### src/rtl/mpadd_sequencer.sv
// mpadd_sequencer: streams WIDTH-bit chunks of two WIDTH*NCHUNK-bit operands, LSB first, through an external adder.
// Optional MPADD_SUB_EN adds an iSub port so the sequencer can compute A-B.
`default_nettype none

module mpadd_sequencer #(
  parameter int WIDTH  = 32,
  parameter int NCHUNK = 8
) (
  input  logic                     iClk,
  input  logic                     iRst_n,
  input  logic                     iValid,
  output logic                     oReady,
  input  logic [WIDTH*NCHUNK-1:0]  iOpA,
  input  logic [WIDTH*NCHUNK-1:0]  iOpB,
  input  logic                     iCin,
`ifdef MPADD_SUB_EN
  input  logic                     iSub,
`endif
  output logic                     oValid,
  input  logic                     iReady,
  output logic [WIDTH*NCHUNK-1:0]  oSum,
  output logic                     oCout,
  output logic [WIDTH-1:0]         oAddA,
  output logic [WIDTH-1:0]         oAddB,
  output logic                     oAddC,
  input  logic [WIDTH-1:0]         iAddS,
  input  logic                     iAddC
);

  localparam int W    = WIDTH * NCHUNK;
  localparam int IDXW = (NCHUNK > 1) ? $clog2(NCHUNK) : 1;

  typedef enum logic [1:0] {
    IDLE = 2'd0,
    RUN  = 2'd1,
    DONE = 2'd2
  } state_t;

  state_t            state;
  logic [IDXW-1:0]   idx;
  logic              carry;
  logic [W-1:0]      op_a;
  logic [W-1:0]      op_b;
  logic              sub_q;
  logic [WIDTH-1:0]  a_chunk;
  logic [WIDTH-1:0]  b_chunk;
  logic              init_carry;

  always_comb begin
    a_chunk = '0;
    b_chunk = '0;
    for (int k = 0; k < NCHUNK; k++) begin
      if (idx == IDXW'(k)) begin
        a_chunk = op_a[k*WIDTH +: WIDTH];
        b_chunk = op_b[k*WIDTH +: WIDTH];
      end
    end
  end

  // Subtraction is A + ~B + 1, so the inversion happens on the way to the adder.
  assign oAddA  = (state == RUN) ? a_chunk : '0;
  assign oAddB  = (state == RUN) ? (b_chunk ^ {WIDTH{sub_q}}) : '0;
  assign oAddC  = (state == RUN) ? carry : 1'b0;
  assign oReady = (state == IDLE);
  assign oValid = (state == DONE);

`ifdef MPADD_SUB_EN
  assign init_carry = iSub | iCin;
`else
  assign init_carry = iCin;
`endif

  always_ff @(posedge iClk or negedge iRst_n) begin
    if (!iRst_n) begin
      state <= IDLE;
      idx   <= '0;
      carry <= 1'b0;
      op_a  <= '0;
      op_b  <= '0;
      sub_q <= 1'b0;
      oSum  <= '0;
      oCout <= 1'b0;
    end else begin
      case (state)
        IDLE: begin
          if (iValid) begin
            op_a  <= iOpA;
            op_b  <= iOpB;
            carry <= init_carry;
`ifdef MPADD_SUB_EN
            sub_q <= iSub;
`else
            sub_q <= 1'b0;
`endif
            idx   <= '0;
            oSum  <= '0;
            oCout <= 1'b0;
            state <= RUN;
          end
        end
        RUN: begin
          for (int k = 0; k < NCHUNK; k++) begin
            if (idx == IDXW'(k)) oSum[k*WIDTH +: WIDTH] <= iAddS;
          end
          carry <= iAddC;
          if (idx == IDXW'(NCHUNK - 1)) begin
            oCout <= iAddC;
            idx   <= '0;
            state <= DONE;
          end else begin
            idx <= idx + 1'b1;
          end
        end
        DONE: begin
          if (iReady) state <= IDLE;
        end
        default: state <= IDLE;
      endcase
    end
  end

endmodule

`default_nettype wire
### config.mk
export PLATFORM = sky130hd
export DESIGN_NAME = mpadd_sequencer
export DESIGN_NICKNAME = d
export VERILOG_FILES = /design/src/rtl/mpadd_sequencer.sv
export SDC_FILE = /design/constraint.sdc
export NUM_CORES = 1
export LEC_CHECK = 0
export CAP_MARGIN = 20
export CORE_MARGIN = 2
export CORE_UTILIZATION = 30
export DETAILED_ROUTE_END_ITERATION = 8
export GPL_ROUTABILITY_DRIVEN = 0
export SKIP_CTS_REPAIR_TIMING = 1
export SLEW_MARGIN = 20
export SYNTH_ARGS = -nofsm -noshare
export SYNTH_HDL_FRONTEND = slang
export SYNTH_SLANG_ARGS = --single-unit
### constraint.sdc
create_clock -name iClk -period 3.45 [get_ports iClk]
set_clock_uncertainty 0.2 [all_clocks]
set_input_delay 0.5175 -clock iClk [delete_from_list [all_inputs] [get_ports iClk]]
set_output_delay 0.5175 -clock iClk [all_outputs]
set_load 0.05 [all_outputs]
Yosys cells after proc, flatten, opt, wreduce, memory -nomap -nowiden
Index checks and enable logic that the tools add are counted.

cells by class
  equality and inequality tests = 19
  add/sub/neg operators = 1
  muxes and demuxes = 41
  reduce and logical (&&, ||, !) cells = 14

operators by type and width
  cell                 number
  $mux 32              26
  $pmux 256 s2         1
  $mux 256             1
  $reduce_and 3->1     9
  $ne 2x2->1 const B   7
  $eq 3x3->1 const B   4
  $eq 3x2->1 const B   2
  $mux 2               3
  $mux 3               2
  $ne 2x1->1 const B   3
  $pmux 2 s3           1
  $pmux 3 s2           1
  $mux 1               4
  $pmux 1 s2           2
  $reduce_and 2->1     2
  $add 3x1->3 const B  1
  $eq 3x1->1 const B   1
  $logic_not 3->1      1
  $eq 2x1->1 const B   1
  $eq 2x2->1 const B   1
  $logic_not 2->1      1
  $reduce_bool 2->1    1

word-level totals
  word-level logic and storage cells = 89
  register bits = 775

Depth between registers and ports, before layout
Gate-level depths: netlist of run 1.

  word-level depth = 10
  mapped depth = 10

Least setup slack after synthesis of run 1
Ideal clock, no wire load.

  path kind = flip-flop to output port
  from = reg idx[0]
  to = out oAddB[20]
  data required time = 2732 ps
  buffers on the path = 3
  cell stages (with the launch flop) = 10
  slack = 273 ps
  data arrival time = 2459 ps
  cell sequence = dfrtp_1 -> inv_1 -> ha_1 -> nor2b_1 -> buf_2 -> buf_6 -> buf_4 -> a221oi_2 -> o221ai_1 -> a21oi_1

on the way
  cells in the longest elaborated chain, start to end = 10
  elaborated cells between the ends (all ways) = 17
  classes of those cells = eq/ne (7); mux (9); reduce/logical (1)

ends and longest elaborated chain
  item                    line  source
  from (decl)             40    logic [IDXW-1:0] idx;
  from (signal assigned)  111   idx <= idx + 1'b1;
  $logic_not 3->1         53    if (idx == IDXW'(k)) begin
  $mux 32 (7 in series)   53
  $mux 32 (*)             53
  $mux 32 (*)             62    assign oAddB = (state == RUN) ? (b_chunk ^ {WIDTH{sub_q}}) : '0;
  to (decl)               24    output logic [WIDTH-1:0] oAddB,

Every way passes the cells marked *; elsewhere a longest branch is shown, timed or not.

Worst setup path in the final report of run 1
  from = reg idx[1]
  to = out oAddB[23]

Same word-level chain as after synthesis.

==> metrics.md, run 1 <==
| Metric | Value |
|---|---|
| DRT iter0 DRCs | 2,796 |
| M2 GR Usage | 37.56% |
| Worst IR Drop VDD | 825.3 uV |
| CTS clk-pin slew, worst paths | 60 ps |
| Port Buf Inserts | 873 |
| Placed Instance Area | 44,290 um^2 |
| GRT busiest layer | met2 |
| Failing checks | negative setup slack |
| Routed len/inst | 24.41 um |
| Period utilisation layout | 103.5% |
| Inserted Clock Buffers | 88 |
| Vias | 30,910 |
| Initial antenna violation count | 12 |
| CTS tree | yes |
| Crit path launch type | register |
| WL final | 146,600 um |
| Fin. Hold Viols | 0 |
| Clock Sinks | 775 |
| Post-Synthesis Cells | 3,612 |
| CTS root buffer | clkbuf_16 |
| First-pass GRT wire length | 208,200 um |
| Max cap viols | 0 |
| Register area share after synthesis | 57.86% |
| Crit path DAT | 2850 ps |
| Vias/cell | 5.147 |
| Synth unique cells | 31 |
| Site Rows | 122 |
| Synth warnings | 0 |
| Final setup margin | -122.0 ps |
| GR Util All Layers | 24.07% |
| Max Transition Viols Final | 0 |
| Post-layout instance area | 48,810 um^2 |
| Hpwl dp | 98,650 um |
| Layout overhead on the synthesized area | 45.60% |
| Pwr dens | 1179 nW/um^2 |
| Clock Latency Late Sink | 670 ps |
| Layout cells sized above 1 | 11.40% |
| CTS max path bufs | 3 |
| Post-Syn Nets | 4,168 |
| Setup Viol. Count Final | 56 |
| Flops & latches, synth | 775 |
| Share of the synthesized area in the top cell type | 57.86% |
| Met3 usage | 6.082% |
| Rel. slew slack | 42.16% |
| Vias in the first global route | 30,600 |
| Initial core utilization | 30.25% |
| Area contributors post-synth | dfrtp_1, nand2_1, o2bb2ai_1 |
| Hold Crit Class | input pin to register |
| Fill cell count | 10,710 |
| Setup repair after global routing missed its margin | yes |
| First-pass detailed-route iteration total | 6 |
| Core box area | 110,800 um^2 |
| Met1 Resource Use GR | 31.70% |
| Leakage Power | 21.81 nW |
| Antenna violation net count after detailed routing | 0 |
| Top_reg_cell synth | dfrtp_1 |
| Post-synth ARST share | 100.0% |
| Hold slack | 159.0 ps |
| GRT Residual Overflow | 0 |
| WS Path Type | register to output pin |
| Nets | 4,994 |
| H-tree depth | 3 |
| Die extent in x | 338.3 um |
| Die area | 114,400 um^2 |
| FMAX | 280.0 MHz |
| Largest net degree at the start of global routing | 98 |
| Synth area leader | dfrtp_1 |
| Post-synth EDFFs | 0 |
| Avg Synthesized Cell Area | 9.280 um^2 |
| Status | finished with violations |
| Die height | 338.3 um |
| CP required | 2730 ps |
| Worst Max-Slew Pin Slew | 867.6 ps |
| Top Ports | 874 |
| Crit. End Element | output pin |
| DRC viols | 0 |
| Synthesized cell area | 33,520 um^2 |
| Worst-path fanout max | 6 |
| Min cycle time layout | 3572 ps |
-- state kept, by name, summed over array words and instances (netlist names) --
name,flops
carry,1
idx,3
oCout,1
oSum,256
op_a,256
op_b,256
state,2
-- critical path, stage by stage (launching register included) --
cell	delay, ps
dfrtp_1	410
inv_2	130
ha_4	150
nor2b_4	320
buf_12	220
clkbuf_16	180
a221oi_1	80
a211o_1	280
a21oi_2	220
buf_6	190
-- layer usage --
| metal | wire [um] | part of all wire (%) |
|---|---|---|
| met2 | 66750 | 46 |
| met3 | 11940 | 8.1 |
| met1 | 60560 | 41 |
| met4 | 7244 | 4.9 |
| met5 | 76 | 0.052 |
-- logic make-up (layout without fill, tap and decap cells) --
logic type / after synthesis / in the layout / share of synthesized area [%]
flops: 775 / 775 / 57.86
other cells: 0 / 6 / 0
compound gates: 845 / 845 / 18.98
buf+inv: 483 / 1381 / 5.953
simple gates: 1503 / 1503 / 16.98
fa+ha+maj: 6 / 6 / 0.2239
-- layout make-up --
type | instances | area [um^2] | share of cell area [%]
Inverter | 196 | 738.2 | 1.513
Clock inverter | 28 | 395.4 | 0.8101
Antenna cell | 6 | 15.01 | 0.03076
Timing Repair Buffer | 1023 | 10840 | 22.21
Tap cell | 1488 | 1862 | 3.815
Multi-Input combinational cell | 2354 | 12950 | 26.54
Sequential cell | 775 | 19400 | 39.75
Clock buffer | 134 | 2605 | 5.337
-- cell usage in the layout (no fill, tap or decap), types with 5 or more instances in the layout --
cell / netlist / final
o221ai_1: 64 / 61
clkdlybuf4s50_1: 0 / 806
clkinv_2: 0 / 12
clkbuf_8: 0 / 23
buf_12: 0 / 47
a21oi_1: 65 / 8
a21oi_2: 6 / 53
o21ai_0: 155 / 155
o2bb2ai_1: 224 / 224
nand2_1: 1480 / 1479
ha_4: 0 / 5
a221oi_2: 10 / 68
diode_2: 0 / 6
a21oi_4: 0 / 10
a211o_1: 64 / 64
inv_1: 194 / 192
a221oi_1: 182 / 122
nand2b_1: 7 / 7
o21ai_1: 72 / 71
buf_6: 3 / 64
buf_4: 3 / 85
clkbuf_16: 0 / 98
buf_8: 0 / 5
buf_16: 0 / 5
dfrtp_1: 775 / 773
clkbuf_1: 147 / 23
-- per-stage QoR --
stage	instances	worst slack, ps	utilization [%]	power, mW	setup TNS, ps
3_5_place_dp	5798	172.3	39.96	44.87	0
6_report	6004	-122.0	44.04	57.54	-3112
5_1_grt	6002	-243.6	44.04	60.32	-10860
4_1_cts	5960	-605.9	42.67	54.75	-21500
2_1_floorplan	3612	273.4	-	33.35	0
3_3_place_gp	5798	106.5	39.96	44.64	0
-- cells in the mapped netlist, types with 2 or more instances --
cell type,count
o2bb2ai_1,224
nand2b_1,7
o21ai_0,155
buf_1,15
clkbuf_1,147
nand2_1,1480
inv_2,2
o221ai_1,64
a221oi_2,10
o21ai_1,72
inv_1,194
buf_2,119
a221oi_1,182
a21oi_2,6
buf_6,3
nand3_1,2
a21oi_1,65
nor2b_1,4
nor2_1,4
dfrtp_1,775
ha_1,6
a211o_1,64
buf_4,3
nor2_2,2
-- power breakdown --
group	switching [mW]	leakage, nW	total, mW	internal, mW
clock network	4.08	1.47	9.65	5.57
registers	2.53	9.67	15.9	13.4
logic	21.0	10.7	32.0	11.0
total	27.6	21.8	57.5	29.9
-- worst paths after layout --
| kind | from | to | slack, ps | depth (start not counted) |
|---|---|---|---|---|
| worst max register to register | state[1] | op_b[233] | 1020 | 6 |
| worst min-delay path | iOpB[251] | op_b[251] | 160 | 3 |
| worst max-delay path | idx[1] | oAddB[23] | -120 | 9 |
| max in group asynchronous | iRst_n | op_a[143] | 1680 | 4 |
| worst min register to register | op_b[204] | op_b[204] | 270 | 2 |
| min in group asynchronous | iRst_n | oSum[28] | 230 | 2 |
Note: power is estimated with default switching activity, not from simulation.
==> run 2: changes to the inputs <==
--- a/config.mk
+++ b/config.mk
@@ -5,11 +5,12 @@
 export SDC_FILE = /design/constraint.sdc
 export NUM_CORES = 1
 export LEC_CHECK = 0
-export CAP_MARGIN = 20
 export CORE_MARGIN = 2
 export CORE_UTILIZATION = 30
 export DETAILED_ROUTE_END_ITERATION = 8
 export GPL_ROUTABILITY_DRIVEN = 0
+export GPL_TIMING_DRIVEN = 0
+export HOLD_SLACK_MARGIN = 0.03
 export SKIP_CTS_REPAIR_TIMING = 1
 export SLEW_MARGIN = 20
 export SYNTH_ARGS = -nofsm -noshare
==> metrics.md, run 2 (synthesis gave the netlist of run 1 again) <==
| Metric | Value |
|---|---|
| Status | finished with violations |
| Failing checks | negative setup slack |
| WS Path Type | register to output pin |
| Hold Startpoint | iOpB[116] |
| CP most frequent cell | buf_12 |
| WHS Endpoint | op_b[116] |
| Reg2Reg Depth | 7 |
| WL final | 173,000 um |
| Hold Crit Class | input pin to register |
| R2R Setup Slk | 660 ps |
| Die height | 338.3 um |
| CP required | 2730 ps |
| Fill cell count | 10,810 |
| Max Transition Viols Final | 0 |
| Multi-input logic area | 13,440 um^2 |
| Initial core utilization | 30.25% |
| Crit path buf inv count | 6 |
| Worst IR Drop VDD | 858.7 uV |
| Die extent in x | 338.3 um |
| Die area | 114,400 um^2 |
| First-pass GRT wire length | 241,000 um |
| Critical path's slowest cell | dfrtp_1 |
| FF/Latch Area | 19,400 um^2 |
| Antenna violation net count after detailed routing | 0 |
| CTS max path bufs | 3 |
| Worst R2R Start | state[0] |
| Inserted Clock Buffers | 89 |
| Routed len/inst | 28.03 um |
| DRC viols | 0 |
| Most frequent cells in the layout | nand2_1, clkdlybuf4s50_1, dfrtp_1, o2bb2ai_1, inv_1 |
| Most common cell after layout, fill and taps aside | nand2_1 |
| GR Util All Layers | 29.07% |
| Crit path launch type | register |
| FMAX | 268.7 MHz |
| Top Ports | 874 |
| Layout cells sized above 1 | 13.70% |
| Core box area | 110,800 um^2 |
| Rel. slew slack | 32.60% |
| Layout overhead on the synthesized area | 47.53% |
| Setup repair after global routing missed its margin | yes |
| H-tree depth | 3 |
| Fin. Hold Viols | 0 |
| Pwr dens | 1204 nW/um^2 |
| Final Non-Filler Cells | 6,172 |
| Hold Path Depth | 3 |
| Worst Max-Slew Pin Slew | 1007 ps |
| GRT Residual Overflow | 0 |
| CTS root buffer | clkbuf_16 |
| Clock Sinks | 775 |
| Largest net degree at the start of global routing | 132 |
| Worst reg2reg path endpoint | op_b[191] |
| Setup Viol. Count Final | 64 |
| Crit. End Element | output pin |
| Clock Latency Late Sink | 680 ps |
| Final Util | 44.63% |
| Hpwl dp | 128,000 um |
| Critical path depth | 11 |
| Max incr delay on CP | 410 ps |
| Site Rows | 122 |
| CTS tree | yes |
| Max cap viols | 0 |
| DRT iter0 DRCs | 3,057 |
| Min cycle time layout | 3721 ps |
| Regs by FF count | oSum: 256 flops, op_a: 256 flops, op_b: 256 flops |
| Vias | 32,560 |
| Vias/cell | 5.275 |
| Inst Count DP | 5,979 |
| Initial antenna violation count | 24 |
| Leakage Power | 22.17 nW |
| Crit path DAT | 3000 ps |
| Port Buf Inserts | 873 |
| Tot Pwr | 59.54 mW |
| Vias in the first global route | 32,940 |
| CP Cell Sequence | inv_2, ha_4, buf_8, nor2b_4, buf_12, clkbuf_16, buf_12, a221oi_4, o221ai_2, a21oi_2, buf_6 |
| Worst-path fanout max | 10 |
| Final setup margin | -271.2 ps |
| Cell family with most CP delay | buffers and inverters |
| Nets | 5,154 |
| CTS clk-pin slew, worst paths | 60 ps |
| Dpl ws | -1685 ps |
| First-pass detailed-route iteration total | 6 |
| Period utilisation layout | 107.9% |
## run 2: changes by cell type in the layout (fill, tap and decap cells not counted), sizes merged
cell / delta
bufinv: +1
inv: -1
clkinv: +2
clkinvlp: +5
buf: +51
clkbuf: +103
diode: +6
clkdlybuf4s50: +1
## run 2: worst max-delay path by stage
stage	start	end	slack, ps
4_1_cts	idx[0]	oAddB[25]	-2450
3_3_place_gp	iRst_n	op_a[153]	-34910
3_5_place_dp	idx[0]	oAddB[25]	-1680
2_1_floorplan	idx[0]	oAddB[20]	270
6_report	idx[1]	oAddB[2]	-270
5_1_grt	idx[1]	oAddB[4]	-390
## run 2: layout make-up
| type | instances | area share, % |
|---|---|---|
| timing repair buffer | 895 | 18.55 |
| clock buffer | 130 | 5.098 |
| buffer | 287 | 3.691 |
| clock inverter | 35 | 0.9513 |
| antenna | 12 | 0.06072 |
| multi-input combinational | 2354 | 27.17 |
| sequential | 775 | 39.22 |
| tap | 1488 | 3.765 |
| inverter | 196 | 1.493 |
## run 2: power by group
group | switching [mW] | internal (mW)
Sequential | 2.43 | 13.4
Clock | 4.23 | 5.52
Combinational | 22.8 | 11.2
Total | 29.5 | 30.0
## run 2: tightest hold or removal path: cells and delay by family
kind	cells	cell delay, ps
and+or+nand+nor	2	100
buffers and inverters	1	400
## run 2: per-layer routing
layer | vias up | track usage, % | routed length (um)
met5 | - | 0 | 119
met1 | 16330 | 37.06 | 70020
met3 | 385 | 8.058 | 14870
met4 | 18 | 12.07 | 8465
li1 | 14190 | - | -
met2 | 1635 | 46.40 | 79520
## run 2: through the flow
| stage | hold WS (ps) | TNS, ps | area (um^2) |
|---|---|---|---|
| 6_report | 150.7 | -9551 | 49450 |
| 5_1_grt | 132.7 | -18070 | 49430 |
| 4_1_cts | -364.1 | -131240 | 47290 |
| 3_5_place_dp | 262.0 | -81200 | 44300 |
| 3_3_place_gp | 258.2 | - | 44120 |
| 2_1_floorplan | 21.91 | 0 | 33520 |
